[config.mk]
export PLATFORM = sky130hd
export DESIGN_NAME = mem_access_unit
export DESIGN_NICKNAME = d
export VERILOG_FILES = /design/src/rtl/pipe_pkg.sv /design/src/rtl/mem_access_unit_load_align.sv /design/src/rtl/mem_access_unit.sv
export SDC_FILE = /design/constraint.sdc
export NUM_CORES = 1
export LEC_CHECK = 0
export CAP_MARGIN = 20
export CORE_AREA = 2 2 125 127
export DETAILED_ROUTE_END_ITERATION = 6
export DIE_AREA = 0 0 127 129
export MAX_ROUTING_LAYER = met4
export PLACE_DENSITY_LB_ADDON = 0.25
export SLEW_MARGIN = 20
export SYNTH_ARGS = -nofsm -noshare
export SYNTH_HDL_FRONTEND = slang
export SYNTH_SLANG_ARGS = --single-unit
[constraint.sdc]
create_clock -name clk -period 3.8 [get_ports clk]
set_input_delay 0.76 -clock clk [delete_from_list [all_inputs] [get_ports clk]]
set_output_delay 0.76 -clock clk [all_outputs]
set_load 0.01 [all_outputs]
[src/rtl/pipe_pkg.sv]
// Shared pipeline definitions: access size encodings, MEM-stage FSM states and store lane helpers.
package pipe_pkg;

  localparam logic [1:0] SZ_BYTE = 2'b00;
  localparam logic [1:0] SZ_HALF = 2'b01;
  localparam logic [1:0] SZ_WORD = 2'b10;

  typedef enum logic [1:0] {
    MA_IDLE = 2'b00,
    MA_BUSY = 2'b01,
    MA_DONE = 2'b10
  } ma_state_e;

  // The reserved size code 2'b11 falls into the word branch in every helper below.
  function automatic logic is_aligned(input logic [1:0] size, input logic [1:0] off);
    case (size)
      SZ_BYTE: return 1'b1;
      SZ_HALF: return ~off[0];
      default: return (off == 2'b00);
    endcase
  endfunction

  function automatic logic [3:0] store_be(input logic [1:0] size, input logic [1:0] off);
    case (size)
      SZ_BYTE: return 4'b0001 << off;
      SZ_HALF: return off[1] ? 4'b1100 : 4'b0011;
      default: return 4'b1111;
    endcase
  endfunction

  function automatic logic [31:0] store_wdata(input logic [1:0] size, input logic [31:0] wd);
    case (size)
      SZ_BYTE: return {4{wd[7:0]}};
      SZ_HALF: return {2{wd[15:0]}};
      default: return wd;
    endcase
  endfunction

endpackage

[src/rtl/mem_access_unit_load_align.sv]
// Load data alignment: selects the addressed byte or half of a read word
// and sign- or zero-extends it to 32 bits.
module load_align
  import pipe_pkg::*;
(
  input  logic [31:0] i_rdata,
  input  logic [1:0]  i_off,
  input  logic [1:0]  i_size,
  input  logic        i_unsigned,
  output logic [31:0] o_data
);

  logic [31:0] w_shifted;

  assign w_shifted = i_rdata >> {i_off, 3'b000};

  always_comb begin
    o_data = i_rdata;
    case (i_size)
      SZ_BYTE: o_data = i_unsigned ? {24'h0, w_shifted[7:0]}
                                   : {{24{w_shifted[7]}}, w_shifted[7:0]};
      SZ_HALF: o_data = i_unsigned ? {16'h0, w_shifted[15:0]}
                                   : {{16{w_shifted[15]}}, w_shifted[15:0]};
      default: o_data = i_rdata;
    endcase
  end

endmodule

[src/rtl/mem_access_unit.sv]
// MEM pipeline stage: drives the data-memory req/ack bus, aligns load data and
// stalls upstream stages while an access is outstanding.
//   state   | meaning
//   MA_IDLE | no access outstanding; launches aligned memops
//   MA_BUSY | request on the bus, waiting for ack or timeout
//   MA_DONE | result presented to MEM/WB for one cycle
module mem_access_unit
  import pipe_pkg::*;
#(
  parameter int ADDR_W  = 32,
  parameter int TIMEOUT = 16,
  parameter int CNT_W   = 5
) (
  input  logic              clk,
  input  logic              reset,
  input  logic              ex_valid,
  input  logic              ex_memread,
  input  logic              ex_memwrite,
  input  logic [1:0]        ex_size,
  input  logic              ex_unsigned,
  input  logic [ADDR_W-1:0] ex_aluout,
  input  logic [31:0]       ex_writedata,
  input  logic [4:0]        ex_writereg,
  output logic              stall,
  output logic              dmem_req,
  output logic              dmem_we,
  output logic [ADDR_W-1:0] dmem_addr,
  output logic [31:0]       dmem_wdata,
  output logic [3:0]        dmem_be,
  input  logic              dmem_ack,
  input  logic [31:0]       dmem_rdata,
  output logic [31:0]       aluout_out,
  output logic [31:0]       readdata_out,
  output logic [4:0]        writereg_out,
  output logic              misalign,
  output logic              bus_err
);

  ma_state_e        r_state;
  logic [CNT_W-1:0] r_cnt;
  logic             r_abort;
  logic [1:0]       r_off;
  logic [1:0]       r_size;
  logic             r_unsigned;
  logic [31:0]      r_rdata;

  logic             w_memop;
  logic             w_aligned;
  logic [1:0]       w_off;
  logic [31:0]      w_load;
  logic             w_timeout;

  assign w_off     = ex_aluout[1:0];
  assign w_memop   = ex_valid & (ex_memread | ex_memwrite);
  assign w_aligned = is_aligned(ex_size, w_off);
  assign w_timeout = (r_cnt == CNT_W'(TIMEOUT - 1));

  // Offset/size/sign are latched with the request so alignment does not depend
  // on EX/MEM staying frozen.
  load_align u_load_align (
    .i_rdata    (dmem_rdata),
    .i_off      (r_off),
    .i_size     (r_size),
    .i_unsigned (r_unsigned),
    .o_data     (w_load)
  );

  always_ff @(posedge clk or posedge reset) begin
    if (reset) begin
      r_state    <= MA_IDLE;
      r_cnt      <= '0;
      r_abort    <= 1'b0;
      r_off      <= 2'b00;
      r_size     <= SZ_BYTE;
      r_unsigned <= 1'b0;
      r_rdata    <= 32'h0;
      dmem_req   <= 1'b0;
      dmem_we    <= 1'b0;
      dmem_addr  <= '0;
      dmem_wdata <= 32'h0;
      dmem_be    <= 4'h0;
      misalign   <= 1'b0;
      bus_err    <= 1'b0;
    end else begin
      misalign <= 1'b0;
      bus_err  <= 1'b0;
      case (r_state)
        MA_IDLE: begin
          r_abort <= 1'b0;
          if (w_memop && w_aligned) begin
            dmem_req   <= 1'b1;
            dmem_we    <= ex_memwrite;
            dmem_addr  <= {ex_aluout[ADDR_W-1:2], 2'b00};
            dmem_wdata <= store_wdata(ex_size, ex_writedata);
            dmem_be    <= store_be(ex_size, w_off);
            r_off      <= w_off;
            r_size     <= ex_size;
            r_unsigned <= ex_unsigned;
            r_cnt      <= '0;
            r_state    <= MA_BUSY;
          end else if (w_memop) begin
            misalign <= 1'b1;
          end
        end
        MA_BUSY: begin
          if (dmem_ack) begin
            r_rdata  <= w_load;
            dmem_req <= 1'b0;
            dmem_we  <= 1'b0;
            dmem_be  <= 4'h0;
            r_state  <= MA_DONE;
          end else if (w_timeout) begin
            dmem_req <= 1'b0;
            dmem_we  <= 1'b0;
            dmem_be  <= 4'h0;
            bus_err  <= 1'b1;
            r_abort  <= 1'b1;
            r_state  <= MA_DONE;
          end else begin
            r_cnt <= r_cnt + 1'b1;
          end
        end
        MA_DONE: r_state <= MA_IDLE;
        default: r_state <= MA_IDLE;
      endcase
    end
  end

  always_comb begin
    stall        = 1'b0;
    writereg_out = ex_writereg;
    readdata_out = 32'h0;
    case (r_state)
      MA_IDLE: begin
        stall = w_memop & w_aligned;
        if (w_memop && !w_aligned) writereg_out = 5'd0;
      end
      MA_BUSY: stall = 1'b1;
      MA_DONE: begin
        readdata_out = r_rdata;
        if (r_abort) writereg_out = 5'd0;
      end
      default: stall = 1'b0;
    endcase
  end

  assign aluout_out = 32'(ex_aluout);

endmodule

==> qor_table.md, run 1 <==
| Parameter | Reported |
|---|---|
| Run status | completed |
| Pre-antenna DRT Iters | 4 |
| Worst Setup Path Type | primary input to primary output |
| Unique masters post-synth | 41 |
| Placer's final routability congestion estimate | 0.910 |
| Share of flip-flops with an asynchronous set or reset after synthesis | 100% |
| Maximum number of pins on one net before global-route repair | 116 |
| Post-Place Cell Area | 0.00820 mm² |
| Measured slew at the worst slew-check pin | 971 ps |
| Clock tree from TritonCTS | done |
| CTS clock-pin slew for the worst setup and hold paths | 50 ps |
| Share of Yosys cell area claimed by the top area cell type | 49.7% |
| Worst EP arrival | 2690 ps |
| Most numerous cell types in the synthesized netlist | sky130_fd_sc_hd__dfrtp_1, sky130_fd_sc_hd__nand2_1, sky130_fd_sc_hd__o21ai_0 |
| Aggregate routed wire length | 15,900 µm |
| Met3 GRT Util | 6.15% |
| Area of the die | 0.0164 mm² |
| CP Launch Type | primary input |
| Post-DRT Antenna Nets | 0 |
| H-tree Lvls | 4 |
| Fmax achieved | 290 MHz |
| Count of nets after finishing | 876 |
| Number of DRC markers after the initial detailed-route iteration | 242 |
| Leakage dissipation | 3.85 nW |
| Cell depth of the worst min-delay path | 2 |
| Mapped Area | 0.00579 mm² |
| Most instantiated library cell after synthesis | sky130_fd_sc_hd__dfrtp_1 |
| Total of endpoints with negative setup slack in the final report | 0 |
| Detailed-route vias per instance | 5.05 |
| Worst-case clock skew | 9.44 ps |
| Endpoint kind of the worst setup timing path | primary output |
| Average wire per standard cell | 16.6 µm |
| Flop and latch count out of synthesis | 115 |
| Setup total negative slack | 0 ps |
| Power per standard cell area | 599 mW/mm² |
| Vertical extent of the die | 129 µm |
| Clock network latency to the later pin of the worst-skew pair | 410 ps |
| Final std cell area, no fill | 0.00884 mm² |
| Worst slack after detailed placement | 373 ps |
| Shortest clock period the worst path allows after layout | 3450 ps |
| Total via count after detailed routing | 4,855 |
| Cell types with the largest area share after synthesis | sky130_fd_sc_hd__dfrtp_1, sky130_fd_sc_hd__mux2_2, sky130_fd_sc_hd__mux2i_1, sky130_fd_sc_hd__buf_4, sky130_fd_sc_hd__and2_1 |
| Worst hold path class | register to register |
| Leading register cell type out of synthesis | sky130_fd_sc_hd__dfrtp_1 |
| Slew Viols, Final | 0 |
| Fraction of met2 tracks used by global routing | 34.1% |
| Placed wire-length estimate | 11,600 µm |
| Crit path required time | 3040 ps |
| Worst R2R Path Depth | 5 |
| Die width | 127 µm |
| Placeable Area | 0.0150 mm² |
| Sequential area share after synthesis | 49.7% |
| Number of enable flip-flop cells after synthesis | 0 |
| Cell taking the most area after synthesis | sky130_fd_sc_hd__dfrtp_1 |
| Tcrit/Tclk final | 90.8% |
| Maximum fanout count along the critical path | 6 |
| Starting Density | 38.6% |
| TritonCTS buffer count | 17 |
| Number of buffers on the longest clock path | 2 |
| Final hold viol count | 0 |
| Area added between synthesis and finish | 52.7% |
| Top-level port count | 252 |
| Total congestion overflow | 0 |
| Global-route usage over all layers | 20.6% |
| Number of buffers added to fix hold violations after cts | 0 |
| Cell row count | 45 |
| Vias in the first global route | 5,091 |
| Total of max-cap violations | 0 |
| Fraction of layout cells with a size suffix above 1 | 11.5% |
| Met1 usage in global routing | 23.6% |
| Sinks on Clock Net | 115 |
| Busiest metal layer after global routing | met2 |
| Power Total | 5.29 mW |
| CTS root buffer | sky130_fd_sc_hd__clkbuf_16 |
| Post-CTS resize count | 0 |
| Unrepaired setup endpoints after global routing | false |
| Slack of the critical path | 350 ps |
| Mean cell area of the mapped netlist | 10.4 µm² |
| Largest vdd supply drop | 0.340 mV |
| Relative max-transition margin | 35.2% |
| # port buffers | 249 |
| Number of instances in the synthesized netlist | 557 |
| Number of design rule violations left after detail routing | 0 |
| Initial antenna violation count | 0 |
| Inserted Diodes | 0 |
| Post-CTS Setup Repair Bufs | 0 |
| First-pass GRT wire length | 25,600 µm |
| Synth Warn # | 0 |
-- flip-flops by register name, indices dropped and copies added (netlist names), 2 cells and up --
name / flops
dmem_wdata: 32
dmem_addr: 30
r_cnt: 5
dmem_be: 4
r_off: 2
r_rdata: 32
r_size: 2
r_state: 2
-- final cells by class --
cell class | count | area (µm²)
inverters | 5 | 22.5
repair buffers | 259 | 2580
clock buffers | 24 | 512
flip-flops and latches | 115 | 2880
multi-input cells | 366 | 2490
fillers | 1296 | 6140
clock inverters | 4 | 120
well taps | 188 | 235
-- stage by stage --
step | hold slack (ps) | std cells | utilization, %
3_5_place_dp | 467 | 933 | 54.8
5_1_grt | 496 | 961 | 59.0
6_report | 474 | 961 | 59.0
2_1_floorplan | 442 | 558 | -
4_1_cts | 481 | 961 | 59.0
3_3_place_gp | 459 | 933 | 54.8
-- cell usage in the layout, fill, tap and decap left out, drive strengths merged --
master / n
nor2b: 4
a211oi: 1
nand3b: 2
clkdlybuf4s50: 249
a221oi: 4
nor3: 3
ha: 2
mux2: 46
conb: 2
or2: 1
nor4: 1
mux4: 1
or3b: 1
mux2i: 36
a2bb2oi: 7
buf: 10
nor2: 20
clkinvlp: 1
and3: 1
inv: 4
o21ai: 46
and2: 38
nand2: 56
bufinv: 4
a21oi: 23
clkbuf: 24
a22oi: 1
o2bb2ai: 7
xor2: 1
nand4bb: 1
nand3: 37
o22a: 1
dfrtp: 115
a21o: 5
o211ai: 2
o21a: 5
nand2b: 4
o22ai: 7
-- critical path: stages --
cell and delay, ps:
sky130_fd_sc_hd__clkdlybuf4s50_1 500, sky130_fd_sc_hd__o21ai_0 310, sky130_fd_sc_hd__a211oi_1 150, sky130_fd_sc_hd__a21oi_1 260, sky130_fd_sc_hd__and2_1 170, sky130_fd_sc_hd__clkdlybuf4s50_1 540
-- power breakdown --
group / total, mW / switching (mW) / internal [mW]
Clock: 1.70 / 0.515 / 1.19
Combinational: 1.69 / 0.724 / 0.970
Sequential: 1.89 / 0.249 / 1.64
-- cells by family (layout without fill, tap and decap cells) --
family	Yosys count	after routing	share of synthesized area (%)
AO/OA/AOI/OAI	109	109	11.6
XOR/XNOR	1	1	0.151
adder cells (fa/ha/maj)	2	2	0.432
buffers and inverters	77	292	7.61
flip-flops	115	115	49.7
multiplexers	83	83	16.2
other	1	2	0.0648
AND/OR/NAND/NOR	169	169	14.3
-- final timing paths --
check,start,endpoint,slack (ps)
max,ex_aluout[1],writereg_out[2],350
min,dmem_wdata[16],dmem_wdata[16],470
max reg2reg,r_state[0],dmem_be[0],1420
min reg2reg,dmem_wdata[16],dmem_wdata[16],470
max in group asynchronous,reset,r_rdata[29],2410
min in group asynchronous,reset,dmem_addr[4],840
-- per-layer routing --
metal  wire (µm)  vias up
met5           0        -
met4         205        0
met3        1140       19
met2        8070      196
met1        6530     2324
li1            -     2316
No activity file was read; power rests on OpenSTA's default activity.
==> run 2, diff against run 1 <==
GPL_TIMING_DRIVEN = 0   (was unset)
==> qor_table.md, run 2 (synthesis gave the netlist of run 1 again) <==
| Parameter | Reported |
|---|---|
| Run status | completed |
| Tcrit/Tclk final | 93.5% |
| Global-route usage over all layers | 22.6% |
| Endpoint kind of the worst setup timing path | primary output |
| Area of the die | 0.0164 mm² |
| Number of cells in the finished layout apart from fillers | 1,029 |
| Worst EP arrival | 2790 ps |
| Placed wire-length estimate | 13,600 µm |
| Die width | 127 µm |
| Detailed-route vias per instance | 5.06 |
| Launch point of the critical path | ex_aluout[0] |
| Switching part of the total | 29.3% |
| First-pass GRT wire length | 27,800 µm |
| P_sw | 1.58 mW |
| Total of max-cap violations | 0 |
| Most frequent standard cell in the layout excluding fill and tap cells | sky130_fd_sc_hd__clkdlybuf4s50_1 |
| Number of buffers added to fix hold violations after cts | 0 |
| Total buffers and inverters traversed by the critical path | 2 |
| Slowest CP cell | sky130_fd_sc_hd__clkdlybuf4s50_1 |
| Sum of met2 wire segment lengths after detailed routing | 8660 µm |
| CTS clock-pin slew for the worst setup and hold paths | 50 ps |
| Relative max-transition margin | 34.7% |
| Cell row count | 45 |
| Leakage dissipation | 4.05 nW |
| H-tree Lvls | 4 |
| Maximum number of pins on one net before global-route repair | 34 |
| Worst Setup Path Type | primary input to primary output |
| Number of buffers on the longest clock path | 2 |
| Largest regs | dmem_wdata (32), r_rdata (32), dmem_addr (30) |
| Worst R2R Start | r_off[1] |
| Power per standard cell area | 585 mW/mm² |
| # port buffers | 249 |
| Vertical extent of the die | 129 µm |
| Measured slew at the worst slew-check pin | 976 ps |
| Largest vdd supply drop | 0.329 mV |
| TritonCTS buffer count | 17 |
| Sequential cell fraction of total power | 34.7% |
| Fmax achieved | 281 MHz |
| Count of nets after finishing | 940 |
| Placer's final routability congestion estimate | 0.926 |
| CTS root buffer | sky130_fd_sc_hd__clkbuf_16 |
| Initial antenna violation count | 0 |
| Sum of routed wire segments on met1 | 7210 µm |
| Area added between synthesis and finish | 59.3% |
| Critical Path End | writereg_out[2] |
| Starting Density | 38.6% |
| Critical Path Max Stage Delay | 640 ps |
| Met3 wire length | 1330 µm |
| Shortest clock period the worst path allows after layout | 3550 ps |
| Internal portion of total power | 3.81 mW |
| Pre-antenna DRT Iters | 4 |
| Total via count after detailed routing | 5,205 |
| Post-CTS resize count | 0 |
| Sinks on Clock Net | 115 |
| Fraction of layout cells with a size suffix above 1 | 15.1% |
| Worst R2R Path Depth | 5 |
| Top-level port count | 252 |
| Placeable Area | 0.0150 mm² |
| Clock network latency to the later pin of the worst-skew pair | 410 ps |
| Setup slack of the most critical reg-to-reg path | 1650 ps |
| Average wire per standard cell | 17.1 µm |
| Crit path required time | 3040 ps |
| Total congestion overflow | 0 |
| Highest-count cells in the layout ignoring fill and taps | sky130_fd_sc_hd__clkdlybuf4s50_1, sky130_fd_sc_hd__dfrtp_1, sky130_fd_sc_hd__nand2_1, sky130_fd_sc_hd__o21ai_0, sky130_fd_sc_hd__and2_1 |
| Maximum fanout count along the critical path | 7 |
| Worst Hold Margin | 475 ps |
| Worst-path cell chain | clkdlybuf4s50_1 > o21ai_0 > a211oi_1 > a21oi_1 > and2_1 > clkdlybuf4s50_1 |
| Final design utilization | 61.5% |
| Total of endpoints with negative setup slack in the final report | 0 |
| Crit-path most repeated cell | sky130_fd_sc_hd__clkdlybuf4s50_1 |
| Number of design rule violations left after detail routing | 0 |
| Reg-to-Reg End | r_rdata[14] |
| WP depth | 6 |
| Slew Viols, Final | 0 |
| Worst hold path class | register to register |
| Unrepaired setup endpoints after global routing | false |
| CP Launch Type | primary input |
| Inserted Diodes | 0 |
| Aggregate routed wire length | 17,600 µm |
| Vias in the first global route | 5,403 |
| Number of cells after detailed placement | 998 |
| Clock tree from TritonCTS | done |
| Power share of the combinational group | 33.5% |
| Number of DRC markers after the initial detailed-route iteration | 302 |
| Share of total power in the clock network | 31.8% |
| Highest metal layer with signal wires | met4 |
| Final hold viol count | 0 |
| Worst-case clock skew | 5.51 ps |
| Post-CTS Setup Repair Bufs | 0 |
| Largest delay share family, worst path | buffers and inverters |
| Post-DRT Antenna Nets | 0 |
| Setup total negative slack | 0 ps |
## run 2: cell count changes in the layout (fill, tap and decap cells not counted)
cell,before,now
sky130_fd_sc_hd__buf_4,9,34
sky130_fd_sc_hd__clkbuf_8,6,4
sky130_fd_sc_hd__buf_1,0,4
sky130_fd_sc_hd__clkinvlp_4,1,3
sky130_fd_sc_hd__clkinv_2,0,3
sky130_fd_sc_hd__buf_12,1,3
sky130_fd_sc_hd__buf_2,0,7
sky130_fd_sc_hd__buf_6,0,2
sky130_fd_sc_hd__clkbuf_1,1,26
sky130_fd_sc_hd__nand4bb_4,1,0
sky130_fd_sc_hd__nand4bb_1,0,1
## run 2: worst reg2reg max path, delay by kind of cell, from the launching register on
kind            cells  cell delay (ps)
compound gates      3              750
mux                 1              610
buf+inv             1              350
flops               1              320
## run 2: power groups by stage
stage	clock [mW]	sequential (mW)	combinational, mW
2_1_floorplan	0	1.95	0.802
3_3_place_gp	0	1.86	1.77
3_5_place_dp	0	1.88	1.81
4_1_cts	1.74	1.87	1.82
5_1_grt	1.80	1.92	1.96
6_report	1.71	1.87	1.81
## run 2: how the worst min path moves through the flow
stage / start / endpoint / depth (start not counted) / slack, ps
6_report: dmem_wdata[12] / dmem_wdata[12] / 2 / 470
3_5_place_dp: dmem_wdata[12] / dmem_wdata[12] / 2 / 470
3_3_place_gp: r_rdata[1] / r_rdata[1] / 2 / 460
4_1_cts: dmem_wdata[12] / dmem_wdata[12] / 2 / 480
2_1_floorplan: r_rdata[0] / r_rdata[0] / 2 / 440
5_1_grt: r_rdata[4] / r_rdata[4] / 2 / 510
## run 2: layer usage
metal / vias to the layer above / track usage, %
li1: 2454 / -
met1: 2493 / 26.7
met2: 226 / 36.9
met3: 32 / 6.65
met4: 0 / 7.89
met5: - / -
## run 2: through the flow
step | power, mW | setup WS (ps) | instance area (µm²)
5_1_grt | 5.69 | 115 | 9220
2_1_floorplan | 2.75 | 1180 | 5790
3_3_place_gp | 3.63 | -59.5 | 8520
3_5_place_dp | 3.70 | -89.3 | 8580
4_1_cts | 5.44 | 214 | 9220
6_report | 5.39 | 247 | 9220
## run 2: final cells by class
class	count	area, µm²
repair buffers	252	2550
inverters	5	22.5
clock buffers	23	488
plain buffers	71	418
multi-input cells	366	2470
fillers	1268	5760
flip-flops and latches	115	2880
clock inverters	9	150
well taps	188	235
